===== config.mk =====
export PLATFORM = sky130hd
export DESIGN_NAME = alu_arbiter
export DESIGN_NICKNAME = d
export VERILOG_FILES = /design/src/rtl/alu_arbiter.sv
export SDC_FILE = /design/constraint.sdc
export NUM_CORES = 1
export LEC_CHECK = 0
export ABC_AREA = 1
export ABC_CLOCK_PERIOD_IN_PS = 3600
export CELL_PAD_IN_SITES_DETAIL_PLACEMENT = 2
export CELL_PAD_IN_SITES_GLOBAL_PLACEMENT = 2
export CORE_ASPECT_RATIO = 1.1
export CORE_MARGIN = 5
export CORE_UTILIZATION = 22
export CTS_CLUSTER_SIZE = 25
export DETAILED_ROUTE_END_ITERATION = 7
export PLACE_DENSITY = 0.82
export SLEW_MARGIN = 20
export SYNTH_ARGS = -nofsm -noshare
export SYNTH_HDL_FRONTEND = slang
export SYNTH_SLANG_ARGS = --single-unit

===== constraint.sdc =====
create_clock -name clk -period 3.6 [get_ports clk]
set_input_delay 0.72 -clock clk [delete_from_list [all_inputs] [get_ports clk]]
set_output_delay 0.72 -clock clk [all_outputs]
set_load 0.05 [all_outputs]

===== src/rtl/alu_arbiter.sv =====
// Round-robin arbiter that shares one combinational ALU between the execute
// stage (requester 0) and the branch/address-compare unit (requester 1).
module alu_arbiter #(
  parameter int WIDTH   = 32,
  parameter int ALU_LAT = 1
) (
  input  logic             clk,
  input  logic             rst_n,
  input  logic             req0_valid,
  output logic             req0_ready,
  input  logic [3:0]       req0_aluc,
  input  logic [WIDTH-1:0] req0_a,
  input  logic [WIDTH-1:0] req0_b,
  output logic             rsp0_valid,
  input  logic             rsp0_ready,
  output logic [WIDTH-1:0] rsp0_r,
  output logic [3:0]       rsp0_flags,
  input  logic             req1_valid,
  output logic             req1_ready,
  input  logic [3:0]       req1_aluc,
  input  logic [WIDTH-1:0] req1_a,
  input  logic [WIDTH-1:0] req1_b,
  output logic             rsp1_valid,
  input  logic             rsp1_ready,
  output logic [WIDTH-1:0] rsp1_r,
  output logic [3:0]       rsp1_flags,
  output logic             alu_ctr,
  output logic [3:0]       alu_aluc,
  output logic [WIDTH-1:0] alu_a,
  output logic [WIDTH-1:0] alu_b,
  input  logic [WIDTH-1:0] alu_r,
  input  logic             alu_zero,
  input  logic             alu_carry,
  input  logic             alu_negative,
  input  logic             alu_overflow,
  output logic             busy
);

  typedef enum logic [1:0] {IDLE = 2'd0, ISSUE = 2'd1, RESP = 2'd2} state_t;

  localparam logic [2:0] LAT_INIT = 3'(ALU_LAT - 1);

  state_t           state_q, state_d;
  logic             last_grant_q, last_grant_d;
  logic             owner_q, owner_d;
  logic [2:0]       lat_cnt_q, lat_cnt_d;
  logic [3:0]       aluc_q, aluc_d;
  logic [WIDTH-1:0] a_q, a_d;
  logic [WIDTH-1:0] b_q, b_d;
  logic [WIDTH-1:0] r_q, r_d;
  logic [3:0]       flags_q, flags_d;
  logic             ctr_q, ctr_d;
  logic             busy_q, busy_d;
  logic             rsp0_valid_q, rsp0_valid_d;
  logic             rsp1_valid_q, rsp1_valid_d;
  logic             any_req;
  logic             grant;

  // Requester 1 wins only when alone or when requester 0 was served last.
  assign any_req    = req0_valid | req1_valid;
  assign grant      = req1_valid & (~req0_valid | ~last_grant_q);
  assign req0_ready = (state_q == IDLE) & req0_valid & ~grant;
  assign req1_ready = (state_q == IDLE) & grant;

  always_comb begin
    state_d      = state_q;
    last_grant_d = last_grant_q;
    owner_d      = owner_q;
    lat_cnt_d    = lat_cnt_q;
    aluc_d       = aluc_q;
    a_d          = a_q;
    b_d          = b_q;
    r_d          = r_q;
    flags_d      = flags_q;
    case (state_q)
      IDLE: begin
        if (any_req) begin
          aluc_d       = grant ? req1_aluc : req0_aluc;
          a_d          = grant ? req1_a : req0_a;
          b_d          = grant ? req1_b : req0_b;
          owner_d      = grant;
          last_grant_d = grant;
          lat_cnt_d    = LAT_INIT;
          state_d      = ISSUE;
        end
      end
      ISSUE: begin
        if (lat_cnt_q != 3'd0) begin
          lat_cnt_d = lat_cnt_q - 3'd1;
        end else begin
          r_d     = alu_r;
          flags_d = {alu_zero, alu_carry, alu_negative, alu_overflow};
          state_d = RESP;
        end
      end
      RESP: begin
        if (owner_q ? rsp1_ready : rsp0_ready) state_d = IDLE;
      end
      default: state_d = IDLE;
    endcase
    // Status outputs are registered from the next state so they align with it.
    ctr_d        = (state_d == ISSUE);
    busy_d       = (state_d != IDLE);
    rsp0_valid_d = (state_d == RESP) & ~owner_d;
    rsp1_valid_d = (state_d == RESP) & owner_d;
  end

  always_ff @(posedge clk or negedge rst_n) begin
    if (!rst_n) begin
      state_q      <= IDLE;
      last_grant_q <= 1'b1;
      owner_q      <= 1'b0;
      lat_cnt_q    <= 3'd0;
      aluc_q       <= 4'd0;
      a_q          <= '0;
      b_q          <= '0;
      r_q          <= '0;
      flags_q      <= 4'd0;
      ctr_q        <= 1'b0;
      busy_q       <= 1'b0;
      rsp0_valid_q <= 1'b0;
      rsp1_valid_q <= 1'b0;
    end else begin
      state_q      <= state_d;
      last_grant_q <= last_grant_d;
      owner_q      <= owner_d;
      lat_cnt_q    <= lat_cnt_d;
      aluc_q       <= aluc_d;
      a_q          <= a_d;
      b_q          <= b_d;
      r_q          <= r_d;
      flags_q      <= flags_d;
      ctr_q        <= ctr_d;
      busy_q       <= busy_d;
      rsp0_valid_q <= rsp0_valid_d;
      rsp1_valid_q <= rsp1_valid_d;
    end
  end

  assign alu_ctr    = ctr_q;
  assign alu_aluc   = aluc_q;
  assign alu_a      = a_q;
  assign alu_b      = b_q;
  assign busy       = busy_q;
  assign rsp0_valid = rsp0_valid_q;
  assign rsp1_valid = rsp1_valid_q;
  assign rsp0_r     = r_q;
  assign rsp1_r     = r_q;
  assign rsp0_flags = flags_q;
  assign rsp1_flags = flags_q;

endmodule


==> impl_metrics.yaml <==
sta:
  whs_ns: 0.378
  finalCritPeriodShare_pct: 70.3
  max_slew_margin_pct: 44.6
  timing.final.hold_violations: 0
  setup_repair_after_global_routing_missed_its_margin: "no"
  max_slew.worst_pin.slew_ns: 0.831
  drv_slew: 0
  fin_skew_ns: 0.0116
  max_freq_ghz: 0.395
  totalNegativeSetupSlack_ns: 0
  finalSetupViolations: 0
  fin_crit_ns: 2.53
route:
  detail_route.iter0.violations: 185
  routedWlPerCell_um: 18.0
  met3_wirelength_mm: 2.01
  met2WireLength_mm: 13.1
  detail_route.wirelength_mm: 25.4
  post-route-drc-count: 0
  detail_route.first_pass.iterations: 4
  highest_layer: "met4"
  drt.antenna.violating_nets: 0
  via_density_per_instance: 4.35
  met1Wirelength_mm: 10.0
  vias: 6138
power:
  power_per_cell_area_nw_per_um2: 1080
  static-leakage-power_nw: 4.72
  max_vdd_drop_v: 0.000582
logic_synthesis:
  synth-seq-area-share_pct: 47.5
  synth-async-reset-ratio_pct: 100
  post-synth-top-count-cell: "nand2_1"
  synth_edf_count: 0
  avgSynthCellArea_um2: 7.85
  yosys_warnings: 0
  syn-cell-area_um2: 6060
  synth-seq-cells: 115
  netlist.top_cell.by_area: "dfrtp_1"
  syn_nets: 952
  leading_post_synthesis_cells_by_cell_area: "dfrtp_1 47%, nand2_1 18%, nand3_1 8.8%"
  yosys.cell_types.count: 20
  synth_top_cell_area_share_pct: 47.1
  post_synth_inst_count: 772
  yosys_most_used_dff: "dfrtp_1"
  synth.top_cells.by_count: "297 x nand2_1, 114 x dfrtp_1, 107 x nand3_1"
cts:
  tritoncts: "built"
  clk_latency_ns: 0.41
  cts-htree-levels: 4
  cts-root-to-sink-buffers: 2
  root_buffer: "clkbuf_16"
  postCtsSetupRepairBufs: 0
  cts_made_buffers: 17
  path_clk_slew_ns: 0.06
  post_cts_resize_count: 0
  cts_hold_buf: 0
  clkSinkCount: 115
placement:
  dp_cells: 1377
  post-dp-hpwl_mm: 18.6
  portBuffers: 323
  gpl.final_weighted_congestion: 0.762
global_routing:
  grt_pass1_wl_mm: 39.3
  grt.total_usage_pct: 16.2
  vias_in_the_first_global_route: 6744
  grt_remaining_overflow: 0
  grt_antenna_before_repair: 1
  largest_net_degree_at_the_start_of_global_routing: 69
layout:
  final_cell_count_no_fill: 1410
  drive_gt1_share_pct: 5.61
  fin_util_pct: 36.3
  num-nets-final: 1219
  synthToLayoutAreaGrowth_pct: 62.1
worst_setup_path:
  worst_setup_path_start_kind: "input pin"
  critical-path-slowest-cell: "clkdlybuf4s50_1"
  crit_path_cell_trace: "clkdlybuf4s50_1, nand2_2, nand2_2, inv_1, nand2_1, inv_1, buf_12"
  worst_path_largest_cell_delay_ns: 0.53
  critical_path.max_fanout: 3
  crit_arrival_ns: 1.81
  cp-end-kind: "primary output"
  category_of_the_critical_setup_timing_path: "in -> out"
  crit_required_ns: 2.88
die:
  die-width_um: 168
  floorplan.initialDensity_pct: 22.4
  chipHeight_um: 184
  floorplan.rows: 63
  num_io_pins: 324
  die_area_um2: 31000
  core_area_um2: 27000
outcome:
  result_of_the_run: "complete, no violations"
run:
  max_cap_viol_count: 0
worst_hold_path:
  hold_class: "in -> async"
## layout make-up
type	count	area (um^2)
repair buffers	332	3350
flip-flops and latches	115	2880
clock inverters	14	106
diodes	1	2.50
clock buffers	18	439
well taps	357	447
inverters	84	315
fillers	3079	17200
multi-input cells	489	2280
## power by group
group	internal, mW	total [mW]	leakage [nW]	switching (mW)
registers	1.95	2.40	1.40	0.445
logic	2.04	6.68	3.05	4.64
clock network	0.906	1.58	0.271	0.670
total	4.89	10.7	4.72	5.76
## path summary, 6_finish.rpt
kind	from	slack (ns)	cells after the start	end
worst max register to register	last_grant_q	1.77	6	alu_b[24]
worst min register to register	alu_a[2]	0.48	2	alu_a[2]
worst max-delay path	req0_valid	1.07	7	req1_ready
max in group asynchronous	rst_n	2.40	2	alu_a[29]
worst min-delay path	rst_n	0.38	1	alu_b[14]
min in group clk	alu_a[2]	0.48	2	alu_a[2]
## stage by stage
stage | total power, mW | setup WS (ns) | instance area, um^2
finish | 10.7 | 1.07 | 9820
global route | 11.3 | 0.961 | 9820
CTS | 10.9 | 1.03 | 9820
detailed placement | 9.20 | 1.01 | 9270
global placement | 9.04 | 1.08 | 9270
floorplan | 6.97 | 1.22 | 6060
## logic make-up after synthesis
kind of cell               after synthesis  share of synthesized area (%)
and+or+nand+nor                        486                           37.2
adders and majority gates                2                          0.413
DFF                                    115                           47.5
buffers and inverters                  168                           14.8
AOI/OAI and AO/OA                        1                         0.0825
## metal layers
metal | GRT usage, % | up-vias
met5 | 0 | -
met4 | 3.44 | 0
met3 | 5.96 | 17
met2 | 29.2 | 204
met1 | 18.4 | 3021
li1 | - | 2896
## registers in the layout, indices dropped and copies added (netlist names)
register and cells:
last_grant_q 1, lat_cnt_q 3, state_q 2, rsp0_r 32, alu_a 32, owner_q 1, alu_aluc 4, rsp0_flags 4
alu_ctr 1, rsp0_valid 1, busy 1, alu_b 32, rsp1_valid 1
## placed cells by master, fill, tap and decap left out, types with 2 or more instances in the layout
master           count
buf_12               5
buf_4                7
clkbuf_16           17
clkdlybuf4s50_1    319
clkinv_2             4
clkinv_4             5
dfrtp_1            114
ha_1                 2
inv_1               78
inv_2                6
inv_6                4
nand2_1            297
nand2_2              4
nand3_1            107
nand3b_1            68
nand4_1              2
nor2_1               5
nor2_4               2
## critical path, delay by kind of cell
kind	cells	cell delay, ns
buf+inv	4	0.82
simple gates	3	0.27
Power figures use the tool's default switching activity.
==> patch 1 (same flow settings) <==
Reset style: synchronous (`rst_n`), changed in one clocked block.
--- a/src/rtl/alu_arbiter.sv
+++ b/src/rtl/alu_arbiter.sv
@@ -105,7 +105,7 @@
     rsp1_valid_d = (state_d == RESP) & owner_d;
   end
 
-  always_ff @(posedge clk or negedge rst_n) begin
+  always_ff @(posedge clk) begin
     if (!rst_n) begin
       state_q      <= IDLE;
       last_grant_q <= 1'b1;
Behaviour: differs if rst_n is asserted again (counterexample within 4 cycles, from zero or initial values and one cycle with rst_n low); with rst_n held inactive, the same outputs for 10 cycles.
==> patch 1 against the original RTL <==
  * Global-route usage up 0.055 points
  * Final area is 7.2% lower
  * Area after synthesis is 12% lower
  * Setup slack got worse by 0.12 ns
  * Sequential cell count stayed put
  * Routed wire length decreased by 11%
  * Critical path depth fell by 2
  * First-iteration DRC count decreased by 21%
Power is not compared: it rests on default switching activity, and its combinational part moved more than twofold at a synthesized area within 25%.
==> patch 1: results (changes against the original RTL) <==
[run_status]
status = finished, final reports clean

[layout]
clock_area_frac = 0.0636  ; +0.00803
buffers = 331  ; -0.30%
n_clock_buffer = 19  ; +1
final_nets = 1226  ; +0.57%
multi_input_area_um2 = 2200  ; -3.4%
n_antenna_cell = 0  ; -1
multi_input_cells = 496  ; +1.4%
drive_above_1_share = 0.0925  ; +0.0365
regArea_um2 = 2300  ; -20%
inverters_excl_clock = 85  ; +1.2%
nFillCells = 2765  ; -10%
buffer_area_frac = 0.365  ; +0.0238

[drt]
wl_met1_um = 8460  ; -16%
wirelength_um = 22600  ; -11%
dr_total_vias = 5767  ; -6.0%
met3WireLength_um = 1400  ; -30%
dr_wl_met2_um = 12200  ; -6.9%
drt-initial-drc-count = 147  ; -21%

[worst_setup_path]
endpoint = req0_ready
rr_endpoint = busy
r2r_cells = 8  ; +2
crit_fanout = 2  ; -1
critPathLaunch = req1_valid
cpPeakStageDelay_ns = 0.46  ; -0.07 ns
crit_slowest_cell = clkdlybuf4s50_1
r2r_start = lat_cnt_q[0]
arrival_ns = 1.93  ; +0.12 ns

[synthesis]
ys_async_sr_fraction = 0  ; -1.00
synthAdderAreaFrac = 0.00470  ; +0.000570
synth_top_cell_by_area = dfxtp_1
yosys.cell_types.count = 23  ; +15%
synth_commonest_cells = 228 x nand2_1, 115 x dfxtp_1, 99 x nor2_1
synthTopCellsByArea = dfxtp_1 43%, nand2_1 16%, nor2_1 7.0%
synth_nets = 951  ; -0.11%
synth_xor_area_frac = 0  ; unchanged
synth_compound_area_frac = 0.0604  ; +0.0596
ys_seq_area_frac = 0.433  ; -0.0428
synth_top_family_by_area = simple AND/OR/NAND/NOR gates

[worst_hold_path]
hold_class = reg -> reg

[global_route]
grtUsageMet2 = 0.306  ; +0.0137
grt_pass1_vias = 6350  ; -5.8%
grt_util_all_layers = 0.163  ; +0.000552
met1_usage = 0.171  ; -0.0130
grt_pass1_wl_um = 35100  ; -11%
antenna_found_initial = 0  ; -1
met3_usage = 0.0465  ; -0.0131

[place]
dpl.hpwl_um = 17200  ; -7.3%
gp_congestion = 0.793  ; +4.1%

[timing]
clock_skew_ns = 0.0138  ; +0.00210 ns
slew_headroom = 0.549  ; +0.103

[clocking]
numCtsBuffers = 17  ; unchanged

## patch 1: changes by cell type in the layout (fill, tap and decap cells not counted), moves of 45 or more
cell,change
nand2_1,-70
dfxtp_1,+115
or2_2,+47
o21ai_0,+45
nand3_1,-56
nand3b_1,-68
dfrtp_1,-114
nor2_1,+94
## patch 1: per-stage QoR
step	utilization	setup slack, ns	instances	area (µm²)	hold WS [ns]
detailed placement	0.359	0.890	1332	8530	0.429
global placement	0.359	0.921	1332	8530	0.414
floorplan	-	0.609	771	5320	0.403
global route	0.383	0.847	1364	9110	0.475
finish	0.383	0.945	1364	9110	0.452
CTS	0.383	0.912	1364	9110	0.454
## patch 1: report_power, final
group / leakage, µW / total, µW / switching [µW] / internal [µW]
registers: 0.000949 / 1610 / 132 / 1480
logic: 0.00287 / 2210 / 1450 / 760
clock network: 0.000273 / 1670 / 676 / 995
==> patch 2 (config.mk and constraints unchanged) <==
Made on the original files. Set the parameter `WIDTH` to 48 (it was 32).
--- a/src/rtl/alu_arbiter.sv
+++ b/src/rtl/alu_arbiter.sv
@@ -1,7 +1,7 @@
 // Round-robin arbiter that shares one combinational ALU between the execute
 // stage (requester 0) and the branch/address-compare unit (requester 1).
 module alu_arbiter #(
-  parameter int WIDTH   = 32,
+  parameter int WIDTH   = 48,
   parameter int ALU_LAT = 1
 ) (
   input  logic             clk,
Ports: changed (9 resized); port bits go from 324 to 468. The function was not compared with the original's and may differ.
==> patch 2 against the original RTL <==
  * Register-to-register slack got worse by 0.05 ns
  * Routed wire length rose by 53%
  * Synthesized cell count rose by 42%
  * Total power rose by 40%
  * Die area rose by 37%
  * Area after synthesis rose by 40%
  * Setup slack got worse by 0.16 ns
  * Sequential cell count rose by 48
  * Maximum frequency fell by 5.9%
  * Via count rose by 45%
  * Clock skew fell by 0.0012 ns
  * Cell count rose by 41%
  * Final area rose by 41%
==> patch 2: results (changes against the original RTL) <==
[global_route]
antenna_found_initial = 3  ; +2
met1_usage = 0.194  ; +0.00966
grt_pass1_vias = 10029  ; +49%
grt_pass1_wl_um = 59100  ; +50%
grtUsageMet2 = 0.324  ; +0.0320
grt_util_all_layers = 0.179  ; +0.0166
grt_max_degree = 101  ; +46%

[place]
dpl.hpwl_um = 28500  ; +53%
gp_congestion = 0.778  ; +2.1%
io_buffer_count = 467  ; +45%

[power_and_ir_drop]
swShare = 0.547  ; +0.00627
vdd_drop_max_v = 0.000531  ; -8.8%
p_leak_uw = 0.00666  ; +41%
p_int_uw = 6780  ; +39%
p_clk_frac = 0.135  ; -0.013
seqPwrFrac = 0.226

[synthesis]
synth_warnings = 0  ; unchanged
syn_inst = 1097  ; +42%
ys_seq_area_frac = 0.482  ; +0.00715
synth_compound_area_frac = 0.000592  ; -0.000234
yosys.cell_types.count = 18  ; -10%
synthAdderAreaFrac = 0.00296  ; -0.00117
synth_commonest_cells = 428 x nand2_1, 162 x dfrtp_1, 155 x nand3_1
synthTopCellsByArea = dfrtp_1 48%, nand2_1 19%, nand3_1 9.2%
synth_nets = 1357  ; +43%

[drt]
wl_met1_um = 14600  ; +45%
met3WireLength_um = 2930  ; +46%
drt-initial-drc-count = 200  ; +8.1%
dr_wl_met2_um = 20100  ; +54%
routedWlPerCell_um = 19.5  ; +8.1%
vias_per_cell = 4.47  ; +2.7%

[timing]
tightestPinTransition_ns = 0.849  ; +0.0178 ns
clock_skew_ns = 0.0105  ; -0.00118 ns

[clocking]
clk_latency_ns = 0.44  ; +0.03 ns
root_buffer = clkbuf_16

[layout]
finalNonFillerCells = 1992  ; +41%
drive_above_1_share = 0.0396  ; -0.0165

[run_status]
status = finished, final reports clean

[worst_setup_path]
cpPeakStageDelay_ns = 0.55  ; +0.02 ns
crit_fanout = 12  ; +9

-- patch 2: cell types whose count changed in the layout (fill, tap and decap cells not counted), sizes merged --
cell,delta
nand2,+128
buf,+5
bufinv,+3
diode,+2
clkinv,-6
clkdlybuf4s50,+144
nand3,+48
inv,+34
nand3b,+32
clkinvlp,+1
dfrtp,+48
-- patch 2: area by class of cell --
| class | instances | area (µm²) |
|---|---|---|
| inverters | 116 | 437 |
| multi-input cells | 697 | 3250 |
| clock inverters | 14 | 191 |
| fillers | 4288 | 24200 |
| well taps | 500 | 626 |
| flip-flops and latches | 163 | 4080 |
| repair buffers | 481 | 4840 |
| diodes | 3 | 7.51 |
| clock buffers | 18 | 439 |
-- patch 2: final timing paths --
path                            slack (ns)      endpoint  cells past startpoint  startpoint
worst max-delay path                  0.91    req0_ready                      6  req0_valid
worst max register to register        1.72  lat_cnt_q[0]                      6  state_q[0]
max in group asynchronous             2.45      alu_a[1]                      2       rst_n
min in group clk                      0.48      alu_b[1]                      2    alu_b[1]
worst min-delay path                  0.33      alu_b[8]                      1       rst_n
worst min register to register        0.48      alu_b[1]                      2    alu_b[1]
-- patch 2: metrics by stage --
| step | hold slack, ns | setup WS (ns) | instance area (µm²) |
|---|---|---|---|
| after CTS | 0.364 | 0.882 | 13800 |
| after floorplan | 0.424 | 1.37 | 8460 |
| after global placement | 0.461 | 0.904 | 13200 |
| final | 0.327 | 0.909 | 13900 |
| after global routing | 0.374 | 0.833 | 13900 |
| after detailed placement | 0.469 | 0.889 | 13200 |
-- patch 2: cell families after synthesis --
family,count (synthesis)
AOI/OAI and AO/OA,1
and+or+nand+nor,694
DFF,163
adders and majority gates,2
buffers and inverters,237
